`src/rtl/bcd_serial_add_ctrl_if.sv`:
```
// Request/result bundle for the digit-serial BCD adder controller.
// The master drives the operands and start; the slave returns status and result.
interface bcd_serial_add_ctrl_if #(
    parameter int unsigned DIGITS = 4
);
    logic                  start;
    logic [4*DIGITS-1:0]   a;
    logic [4*DIGITS-1:0]   b;
    logic                  cin;
    logic                  busy;
    logic                  done;
    logic [4*DIGITS-1:0]   sum;
    logic                  cout;
    logic                  err;

    modport master (
        output start, a, b, cin,
        input  busy, done, sum, cout, err
    );

    modport slave (
        input  start, a, b, cin,
        output busy, done, sum, cout, err
    );
endinterface

```
`src/rtl/bcd_serial_add_ctrl.sv`:
```
// Digit-serial multi-digit BCD adder: one shared single-digit stage walks LSD to MSD,
// one digit per clock, then presents a registered sum/carry/error with a done pulse.
module bcd_serial_add_ctrl #(
    parameter int unsigned DIGITS = 4,
    parameter int unsigned IDXW   = 2
) (
    input  logic                  clk,
    input  logic                  rst_n,
    bcd_serial_add_ctrl_if.slave  bus
);
    typedef enum logic [1:0] {
        S_IDLE = 2'd0,
        S_RUN  = 2'd1,
        S_DONE = 2'd2
    } state_t;

    localparam int unsigned W = 4 * DIGITS;

    state_t          state_q, state_d;
    logic [W-1:0]    opa_q, opa_d;
    logic [W-1:0]    opb_q, opb_d;
    logic            carry_q, carry_d;
    logic [IDXW-1:0] idx_q, idx_d;
    logic [W-1:0]    psum_q, psum_d;
    logic            err_pend_q, err_pend_d;
    logic [W-1:0]    sum_q, sum_d;
    logic            cout_q, cout_d;
    logic            err_q, err_d;

    logic [3:0]      dig_a, dig_b, dig_res;
    logic [4:0]      t_raw, t_adj;
    logic            carry_nx;
    logic [W-1:0]    psum_wr;
    logic            err_in;

    // Shared single-digit decimal stage on the currently indexed digit.
    always_comb begin
        dig_a    = opa_q[{idx_q, 2'b00} +: 4];
        dig_b    = opb_q[{idx_q, 2'b00} +: 4];
        t_raw    = {1'b0, dig_a} + {1'b0, dig_b} + {4'b0000, carry_q};
        t_adj    = t_raw + 5'd6;
        carry_nx = (t_raw > 5'd9);
        dig_res  = carry_nx ? t_adj[3:0] : t_raw[3:0];
    end

    always_comb begin
        psum_wr = psum_q;
        for (int unsigned i = 0; i < DIGITS; i++) begin
            if (idx_q == IDXW'(i)) begin
                psum_wr[4*i +: 4] = dig_res;
            end
        end
    end

    always_comb begin
        err_in = 1'b0;
        for (int unsigned i = 0; i < DIGITS; i++) begin
            if ((bus.a[4*i +: 4] > 4'd9) || (bus.b[4*i +: 4] > 4'd9)) begin
                err_in = 1'b1;
            end
        end
    end

    always_comb begin
        state_d    = state_q;
        opa_d      = opa_q;
        opb_d      = opb_q;
        carry_d    = carry_q;
        idx_d      = idx_q;
        psum_d     = psum_q;
        err_pend_d = err_pend_q;
        sum_d      = sum_q;
        cout_d     = cout_q;
        err_d      = err_q;

        case (state_q)
            S_IDLE, S_DONE: begin
                if (bus.start) begin
                    state_d    = S_RUN;
                    opa_d      = bus.a;
                    opb_d      = bus.b;
                    carry_d    = bus.cin;
                    idx_d      = '0;
                    psum_d     = '0;
                    err_pend_d = err_in;
                end else begin
                    state_d = S_IDLE;
                end
            end
            S_RUN: begin
                psum_d  = psum_wr;
                carry_d = carry_nx;
                // The final digit goes straight into sum so results appear on the DONE-entry edge.
                if (idx_q == IDXW'(DIGITS - 1)) begin
                    state_d = S_DONE;
                    sum_d   = psum_wr;
                    cout_d  = carry_nx;
                    err_d   = err_pend_q;
                end else begin
                    idx_d = idx_q + 1'b1;
                end
            end
            default: state_d = S_IDLE;
        endcase
    end

    always_ff @(posedge clk or negedge rst_n) begin
        if (!rst_n) begin
            state_q    <= S_IDLE;
            opa_q      <= '0;
            opb_q      <= '0;
            carry_q    <= 1'b0;
            idx_q      <= '0;
            psum_q     <= '0;
            err_pend_q <= 1'b0;
            sum_q      <= '0;
            cout_q     <= 1'b0;
            err_q      <= 1'b0;
        end else begin
            state_q    <= state_d;
            opa_q      <= opa_d;
            opb_q      <= opb_d;
            carry_q    <= carry_d;
            idx_q      <= idx_d;
            psum_q     <= psum_d;
            err_pend_q <= err_pend_d;
            sum_q      <= sum_d;
            cout_q     <= cout_d;
            err_q      <= err_d;
        end
    end

    assign bus.busy = (state_q == S_RUN);
    assign bus.done = (state_q == S_DONE);
    assign bus.sum  = sum_q;
    assign bus.cout = cout_q;
    assign bus.err  = err_q;
endmodule

```
`src/flat_wrapper.sv`:
```
// flat-port wrapper written by rule: the top's interface ports become plain ports
module bcd_serial_add_ctrl_flat 
#(
    parameter int unsigned DIGITS = 4,
    parameter int unsigned IDXW   = 2
)
  (clk, rst_n, bus_start, bus_a, bus_b, bus_cin, bus_busy, bus_done, bus_sum, bus_cout, bus_err);
  bcd_serial_add_ctrl_if #(.DIGITS(DIGITS)) bus_i ();
  input  logic clk;
  input  logic rst_n;
  input wire logic [$bits(bus_i.start)-1:0] bus_start;
  input wire logic [$bits(bus_i.a)-1:0] bus_a;
  input wire logic [$bits(bus_i.b)-1:0] bus_b;
  input wire logic [$bits(bus_i.cin)-1:0] bus_cin;
  output wire logic [$bits(bus_i.busy)-1:0] bus_busy;
  output wire logic [$bits(bus_i.done)-1:0] bus_done;
  output wire logic [$bits(bus_i.sum)-1:0] bus_sum;
  output wire logic [$bits(bus_i.cout)-1:0] bus_cout;
  output wire logic [$bits(bus_i.err)-1:0] bus_err;
  assign bus_i.start = bus_start;
  assign bus_i.a = bus_a;
  assign bus_i.b = bus_b;
  assign bus_i.cin = bus_cin;
  assign bus_busy = bus_i.busy;
  assign bus_done = bus_i.done;
  assign bus_sum = bus_i.sum;
  assign bus_cout = bus_i.cout;
  assign bus_err = bus_i.err;
  bcd_serial_add_ctrl #(.DIGITS(DIGITS), .IDXW(IDXW)) u_core (.clk(clk), .rst_n(rst_n), .bus(bus_i));
endmodule
```
`config.mk`:
```
export PLATFORM = sky130hd
export DESIGN_NAME = bcd_serial_add_ctrl_flat
export DESIGN_NICKNAME = d
export VERILOG_FILES = /design/src/rtl/bcd_serial_add_ctrl_if.sv /design/src/rtl/bcd_serial_add_ctrl.sv /design/src/flat_wrapper.sv
export SDC_FILE = /design/constraint.sdc
export NUM_CORES = 1
export LEC_CHECK = 0
export CAP_MARGIN = 15
export CORE_AREA = 2 2 66 99
export DETAILED_ROUTE_END_ITERATION = 10
export DIE_AREA = 0 0 68 101
export PLACE_DENSITY = 0.8
export SYNTH_ARGS = -nofsm -noshare
export SYNTH_HDL_FRONTEND = slang
export SYNTH_SLANG_ARGS = --single-unit
```
`constraint.sdc`:
```
create_clock -name clk -period 11.3 [get_ports clk]
set_input_delay 2.26 -clock clk [delete_from_list [all_inputs] [get_ports clk]]
set_output_delay 2.26 -clock clk [all_outputs]
set_load 0.005 [all_outputs]
```
== Yosys cells after proc, flatten, opt, wreduce, memory -nomap -nowiden ==
Index checks and enable logic that the tools add are counted.
Storage, ports and cells
  flip-flop bits (word level): 72
  input port bits: 36
  output and inout bits: 20
  logic and storage cells: 64
Operators by class
  $add $sub $neg: 4
  order comparisons: 9
  equal/unequal tests: 8
  shift operators: 2
  multiplexer cells: 19
  reductions and logical operators: 12
Operators by type and width (number)
  4-bit greater-than comparator (second input constant): 8
  16-bit case mux with 2 select lines: 1
  16-bit by 5-bit variable part select with 4-bit output: 2
  4-bit two-way mux: 5
  16-bit two-way mux: 1
  2-bit case mux with 2 select lines: 2
  2-bit == test (second input constant): 3
  1-bit two-way mux: 6
  2-bit two-way mux: 3
  2-bit AND reduction: 3
  4-bit by 4-bit adder with 5-bit output: 1
  5-bit by 1-bit adder with 5-bit output: 1
  5-bit by 4-bit greater-than comparator with 1-bit output (second input constant): 1
  4-bit by 3-bit adder with 4-bit output (second input constant): 1
  2-bit by 1-bit == test with 1-bit output (second input constant): 2
  2-bit logical NOT: 2
  1-bit logical OR: 4
  2-bit != test (second input constant): 2
  3-bit AND reduction: 1
  2-bit by 1-bit adder with 2-bit output (second input constant): 1
  2-bit by 1-bit != test with 1-bit output (second input constant): 1
  1-bit case mux with 2 select lines: 1
  2-bit nonzero test: 1
  2-bit OR reduction: 1

== Depth between registers and ports, before layout ==
Gate-level depths: netlist of run 1.
  depth in word-level cells: 7
  gate-level depth with buffers: 11

== Worst setup path after synthesis of run 1 ==
OpenSTA, ideal clock, no wires.
  path type: flip-flop to flip-flop
  from: register u_core.idx_q[0]
  to: register u_core.sum_q[10] (netlist: u_core.bus.sum[10])
  setup time: 83 ps
  data arrival time: 3682 ps
  data required time: 11217 ps
  slack: 7536 ps
  cell stages (with the launch flop): 12
  period minus slack after synthesis: 3764 ps
  path through: dfrtp_1 clkbuf_1 mux4_2 fa_1 fa_1 xnor2_1 ha_1 nor2b_1 a31oi_2 a31oi_4 mux2_2 o21ai_0
On the way
  cells in the longest elaborated chain, start to end: 6
  elaborated cells on any way between the ends: 11
  classes of those cells: add/sub: 3; order compare: 1; eq/ne: 2; shift: 2; mux: 2; reduce/logical: 1
Ends and longest elaborated chain
  start: declaration: line bcd_serial_add_ctrl.sv:23  | logic [IDXW-1:0] idx_q, idx_d;
  start signal: assignment: line bcd_serial_add_ctrl.sv:124  | idx_q <= idx_d;
  16-bit by 5-bit variable part select with 4-bit output (on tied branches): line bcd_serial_add_ctrl.sv:38, bcd_serial_add_ctrl.sv:39
  4-bit by 4-bit adder with 5-bit output: line bcd_serial_add_ctrl.sv:40  | t_raw = {1'b0, dig_a} + {1'b0, dig_b} + {4'b0000, carry_q};
  5-bit by 1-bit adder with 5-bit output: line bcd_serial_add_ctrl.sv:40
  4-bit by 3-bit adder with 4-bit output / 5-bit by 4-bit greater-than comparator with 1-bit output (equally long branches): line bcd_serial_add_ctrl.sv:41, bcd_serial_add_ctrl.sv:42
  4-bit two-way mux: line bcd_serial_add_ctrl.sv:43  | dig_res = carry_nx ? t_adj[3:0] : t_raw[3:0];
  4-bit two-way mux: line bcd_serial_add_ctrl.sv:49  | if (idx_q == IDXW'(i)) begin
  end signal: assignment: line bcd_serial_add_ctrl.sv:127  | sum_q <= sum_d;
  end: declaration: line bcd_serial_add_ctrl.sv:26  | logic [W-1:0] sum_q, sum_d;
Parallel ways exist; a longest one is shown, timed or not.
A chain may end at the register's enable or synchronous reset.

== Final worst setup path of run 1 ==
  from: register u_core.state_q[1]
  to: output bus_busy
On the way
  cells in the longest elaborated chain, start to end: 1
Ends and longest elaborated chain
  start: declaration: line bcd_serial_add_ctrl.sv:19  | state_t state_q, state_d;
  start signal: assignment: line bcd_serial_add_ctrl.sv:120  | state_q <= state_d;
  2-bit by 1-bit == test with 1-bit output: line bcd_serial_add_ctrl.sv:133  | assign bus.busy = (state_q == S_RUN);
  end: declaration: line flat_wrapper.sv:15  | output wire logic [$bits(bus_i.busy)-1:0] bus_busy;
Every way passes these cells.

==> results of run 1 <==
## worst max-delay path, stage by stage (launching register included)
cell	delay [ns]
dfrtp_1	0.37
nand2b_1	0.25
inv_1	0.37
clkdlybuf4s50_1	0.58
## stage by stage
stage                     hold slack, ns  std cells  utilization, %
after global placement             0.453        446            62.9
after global routing               0.503        462            66.5
final                              0.476        462            66.5
after floorplan                    0.439        333               -
after detailed placement           0.460        446            62.9
after CTS                          0.479        462            66.5
## metal layers
layer | global-route usage, % | wire, µm | part of all wire, %
met3 | 3.69 | 284 | 4.0
met5 | 0 | 0 | 0
met2 | 40.6 | 3910 | 55
met4 | 13.7 | 231 | 3.2
met1 | 27.1 | 2730 | 38
## logic make-up after synthesis
group,count (synthesis),synth area share (%)
muxes,13,7.26
AOI/OAI and AO/OA,60,11.9
adders and majority gates,10,4.37
DFF,68,53.1
xor gates and xnor gates,2,0.781
and+or+nand+nor,152,19.3
buffers and inverters,28,3.32
## area by class of cell
cell class              count  share of cell area [%]
flip-flops and latches     68                    42.4
multi-input cells         237                    34.9
repair buffers             59                    14.3
clock buffers              11                    3.52
well taps                  74                    2.30
clock inverters             5                    1.87
inverters                   8                   0.747
## registers in the layout, indices dropped and copies added (netlist names), 2 cells and up
| name | count |
|---|---|
| u_core.state_q | 2 |
| u_core.opb_q | 16 |
| u_core.bus.sum | 16 |
| u_core.idx_q | 2 |
| u_core.psum_q | 12 |
| u_core.opa_q | 16 |
## worst min path at each step
| stage | end | slack, ns | cells past startpoint |
|---|---|---|---|
| after detailed placement | u_core.opb_q[5] | 0.46 | 2 |
| after CTS | u_core.bus.err | 0.48 | 2 |
| after global routing | u_core.opb_q[8] | 0.50 | 2 |
| after global placement | u_core.err_pend_q | 0.45 | 2 |
| final | u_core.bus.err | 0.48 | 2 |
| after floorplan | u_core.bus.err | 0.44 | 2 |
## layout by cell type (no fill, tap or decap), drive strengths merged, types with 5 or more instances in the layout
cell type      Yosys  final
mux4               8      8
and3               8      8
clkbuf            15     11
nor2               7      7
buf                5      5
inv                8      8
ha                 8      8
a32o               6      6
clkdlybuf4s50      0     54
nand2            126    126
o21ai             34     34
dfrtp             68     68
a21oi              8      8
==> flow_summary_export.csv, run 1 <==
group,metric,value,unit
global_routing,grt_pass1_vias,2614,
setup_path,end_kind,"primary output",
timing,slew-limit-headroom,44.2,%
timing,fin_crit,4.17,ns
synth,yosysMostFrequentCell,"nand2_1",
routing,routed_wirelength,7160,µm
floorplanning,die_h,101,µm
setup_path,crit_required,9.04,ns
clock_tree,post_cts_buffers,0,
floorplanning,dieArea,6870,µm²
cells_and_area,n_fill_cell,481,
synth,yosysSeqAreaShare,53.1,%
clock_tree,cts_root_buffer,"clkbuf_8",
run_status,status,"finished clean",
setup_path,worstSetupEndpoint,"bus_busy",
synth,syn_inst,333,
clock_tree,cts_hold_buf,0,
setup_path,crit_start,"u_core.state_q[1]",
synth,async_reset_ff_share,100,%
clock_tree,clkTransAtPathRegs,0.07,ns
floorplanning,num_rows,35,
synth,synth_area_leaders,"dfrtp_1 53%, nand2_1 15%, mux4_2 5.6%",
min_path,hp-start,"u_core.err_pend_q",
clock_tree,cts_resized,0,
clock_tree,htree_levels,3,
placement,dp_hpwl,5000,µm
placement,io_buffers,55,
synth,synth-seq-cells,68,
synth,synth-main-ff-cell,"dfrtp_1",
synth,synthesis.area,3210,µm²
cells_and_area,drive_gt1_share,9.02,%
synth,synth-edff-count,0,
global_routing,grt_pass1_wl,12000,µm
floorplanning,chipWidth,68,µm
clock_tree,cts_sinks,68,
synth,syn_nets,379,
cells_and_area,antenna_cells,0,
routing,drc,0,
setup_path,worstReg2RegStart,"u_core.idx_q[0]",
global_routing,antenna_found_initial,0,
setup_path,critPathKind,"register to primary output",
floorplanning,initial_core_util,53.1,%
routing,vias,2617,
routing,antenna_left,0,
global_routing,grt_usage,23.7,%
setup_path,cp_max_fo,11,
setup_path,r2r-end,"u_core.psum_q[2]",
timing,rsz0062_at_grt,"no",
cells_and_area,syn_to_final_growth,25.3,%
timing,finalCritPeriodShare,36.9,%
setup_path,ff2ff_setup_slack,7.35,ns
synth,netlist.area_leader.share,53.1,%
timing,timing.final.ws_setup,7.13,ns
synth,yosys.area.top_type,"dfrtp_1",
setup_path,worstPathArrival,1.91,ns
synth,synthTopCellsByCount,"126 x nand2_1, 68 x dfrtp_1, 29 x o21ai_0, 15 x clkbuf_1",
clock_tree,clk_path_buf_depth,2,
global_routing,grt_overflow,0,
cells_and_area,multi_input_area,1400,µm²
routing,routedWlPerCell,15.5,µm
setup_path,r2r_cells,10,
routing,dr.pass1.iters,4,
timing,worst_slew_pin_slew,0.837,ns
min_path,hold_path.class,"register to register",
clock_tree,cts_buffers,9,
routing,viasPerCell,5.66,
global_routing,grt_max_degree,69,
floorplanning,coreArea,6040,µm²
timing,fmax,240,MHz
timing,setup_viol,0,
clock_tree,clkLatencyLatePin,0.35,ns
placement,gp_congestion,0.808,
placement,dp_slack,7.35,ns
timing,final_max_slew_viol_count,0,
timing,final.setup.tns,0,ns
job,drv_cap,0,
timing,final.setup_skew,0.0101,ns
synth,yosysWarnings,0,
setup_path,start_kind,"register",
floorplanning,ioPinCount,56,
cells_and_area,fin_area,4020,µm²
placement,place_area,3800,µm²
clock_tree,cts_tree,"yes",
synth,ys_types,32,
synth,postSynthAreaPerCell,9.63,µm²
timing,hold_viol_final,0,
routing,drt_iter0_markers,214,
cells_and_area,seq_area,1700,µm²
cells_and_area,layout.nets,429,
Power of run 1 is left out: the tool's default activity adds up to more than one toggle a clock period on the data nets, which glitch-free logic cannot reach.
==> run 2: changes to the inputs <==
Settings changed: CORE_AREA 2 2 66 99 to 2 2 71 107, DIE_AREA 0 0 68 101 to 0 0 73 109, PLACE_DENSITY 0.8 to 0.73.
Clock period 11.3 ns to 3.37 ns, I/O delays scaled along.
==> run 2 against run 1 <==
Effect of this change: clock skew grew 0.0025 ns; cell count grew 3.2%; flip-flop and latch count is the same; worst hold slack lost 0.0011 ns; worst setup slack lost 7.0 ns; clock-buffer cell count shrank 2; via count shrank 2.7%; critical path type is now register to register.
==> flow_summary_export.csv, run 2 (same netlist as run 1, synthesis figures left out) <==
group,metric,value,unit
cells_and_area,final_cell_mix,"126 x nand2_1, 67 x dfrtp_1, 54 x clkdlybuf4s50_1, 19 x o21ai_0, 13 x buf_4",
routing,viasPerCell,5.34,
floorplanning,initial_core_util,45.3,%
cells_and_area,drive_gt1_share,13.9,%
setup_path,end_kind,"register",
setup_path,start_kind,"register",
min_path,hold_path.class,"register to register",
timing,final_max_slew_viol_count,0,
timing,fin_crit,3.25,ns
clock_tree,cts_root_buffer,"clkbuf_8",
routing,drc,0,
setup_path,crit_required,3.64,ns
setup_path,crit_start,"u_core.idx_q[0]",
global_routing,grt_usage,19.3,%
setup_path,ff2ff_setup_slack,0.12,ns
cells_and_area,layout.core_utilization,58.4,%
clock_tree,cts_tree,"yes",
setup_path,r2r_cells,10,
routing,antenna_left,0,
cells_and_area,final_common_cell,"nand2_1",
floorplanning,dieArea,7960,µm²
floorplanning,chipWidth,73,µm
timing,final.setup.tns,0,ns
timing,worst_slew_pin_slew,0.853,ns
setup_path,worstReg2RegStart,"u_core.idx_q[0]",
floorplanning,die_h,109,µm
placement,io_buffers,55,
setup_path,worstSetupEndpoint,"u_core.psum_q[2]",
cells_and_area,n_fill_cell,628,
placement,dp_hpwl,5040,µm
job,drv_cap,0,
cells_and_area,layout.nets,438,
clock_tree,htree_levels,3,
routing,dr.pass1.iters,4,
floorplanning,coreArea,7080,µm²
clock_tree,cts_sinks,68,
setup_path,critPathMaxStageDelay,0.53,ns
timing,finalCritPeriodShare,96.5,%
placement,gp_congestion,0.767,
routing,vias,2547,
clock_tree,cts_buffers,9,
floorplanning,ioPinCount,56,
timing,slew-limit-headroom,43.1,%
global_routing,antenna_found_initial,0,
timing,rsz0062_at_grt,"yes",
run_status,status,"finished clean",
timing,setup_viol,0,
routing,routedWlPerCell,14.4,µm
setup_path,worstPathArrival,3.52,ns
setup_path,worstPathCellList,"mux4_2 -> fa_2 -> fa_2 -> xnor2_2 -> ha_2 -> nor2b_4 -> a31oi_4 -> a31oi_4 -> mux2_4 -> o21ai_1",
clock_tree,clk_path_buf_depth,2,
cells_and_area,antenna_cells,0,
floorplanning,num_rows,38,
setup_path,cp_slowest_cell,"mux4_2",
global_routing,grt_pass1_vias,2645,
timing,hold_viol_final,0,
timing,final.setup_skew,0.0126,ns
global_routing,grt_overflow,0,
routing,routed_wirelength,6870,µm
global_routing,grt_max_degree,69,
setup_path,critPathKind,"register to register",
clock_tree,clkTransAtPathRegs,0.08,ns
timing,fmax,307,MHz
cells_and_area,syn_to_final_growth,28.9,%
setup_path,r2r-end,"u_core.psum_q[2]",
global_routing,grt_pass1_wl,11900,µm
routing,drt_iter0_markers,186,
setup_path,cp_max_fo,7,
clock_tree,clkLatencyLatePin,0.34,ns
run 2: cell types whose count changed in the layout (fill, tap and decap cells not counted), sizes merged:
cell and change:
buf +9, bufinv -1, clkbuf -2, clkinv -2, clkinvlp +3, inv +2
run 2: through the flow:
stage	setup slack, ns	std cells	area [µm²]	hold slack [ns]
CTS	0.0475	476	4080	0.477
floorplan	0.00282	333	3220	0.378
finish	0.118	477	4130	0.474
global route	-0.0255	477	4130	0.491
global placement	0.0744	459	3870	0.452
detailed placement	-0.0790	459	3870	0.457
run 2: critical path, delay by kind of cell (launching register included):
kind / cells / cell delay (ns)
AND/OR/NAND/NOR: 1 / 0.16
XOR/XNOR: 1 / 0.19
multiplexers: 2 / 0.93
AO/OA/AOI/OAI: 3 / 0.50
flip-flops: 1 / 0.41
adder cells (fa/ha/maj): 3 / 1.00
run 2: worst min path at each step:
stage	cells after the start	endpoint	startpoint	slack (ns)
6_report	2	u_core.opa_q[11]	u_core.opa_q[11]	0.47
5_1_grt	2	u_core.opb_q[3]	u_core.opb_q[3]	0.49
4_1_cts	2	u_core.opa_q[11]	u_core.opa_q[11]	0.48
3_5_place_dp	2	u_core.opa_q[11]	u_core.opa_q[11]	0.46
3_3_place_gp	2	u_core.opa_q[13]	u_core.opa_q[13]	0.45
2_1_floorplan	0	u_core.bus.cout	rst_n	0.38
run 2: area by class of cell:
| class | count | area, µm² | share of cell area [%] |
|---|---|---|---|
| tap | 80 | 100 | 2.42 |
| timing repair buffer | 68 | 643 | 15.6 |
| sequential | 68 | 1700 | 41.2 |
| multi-input combinational | 237 | 1460 | 35.3 |
| inverter | 8 | 30.0 | 0.726 |
| clock buffer | 9 | 124 | 3.00 |
| clock inverter | 7 | 75.1 | 1.82 |
run 2: metal layers:
metal	vias up	share of wire, %	global-route usage, %
met4	0	2.5	8.07
met2	72	53	32.9
met3	14	4.5	4.99
met5	-	0	0
met1	1229	40	22.7
li1	1232	-	-
run 2: what timing repair did:
item / CTS / global route
gates resized for setup: 4 / 19
endpoints found under the setup margin: 9 / 21
pin swaps: 0 / 10
hold buffers: 0 / 0
hold endpoints to repair: 0 / 0
buffers inserted: 1 / 1
Power of run 2 is left out for the same reason.
==> run 3: changes to the inputs <==
Settings changed: SKIP_LAST_GASP from default to 1.
==> results of run 3 <==
Same layout as run 2: the final DEF is identical, and so are final timing and power.
Power of run 3 is left out for the same reason.
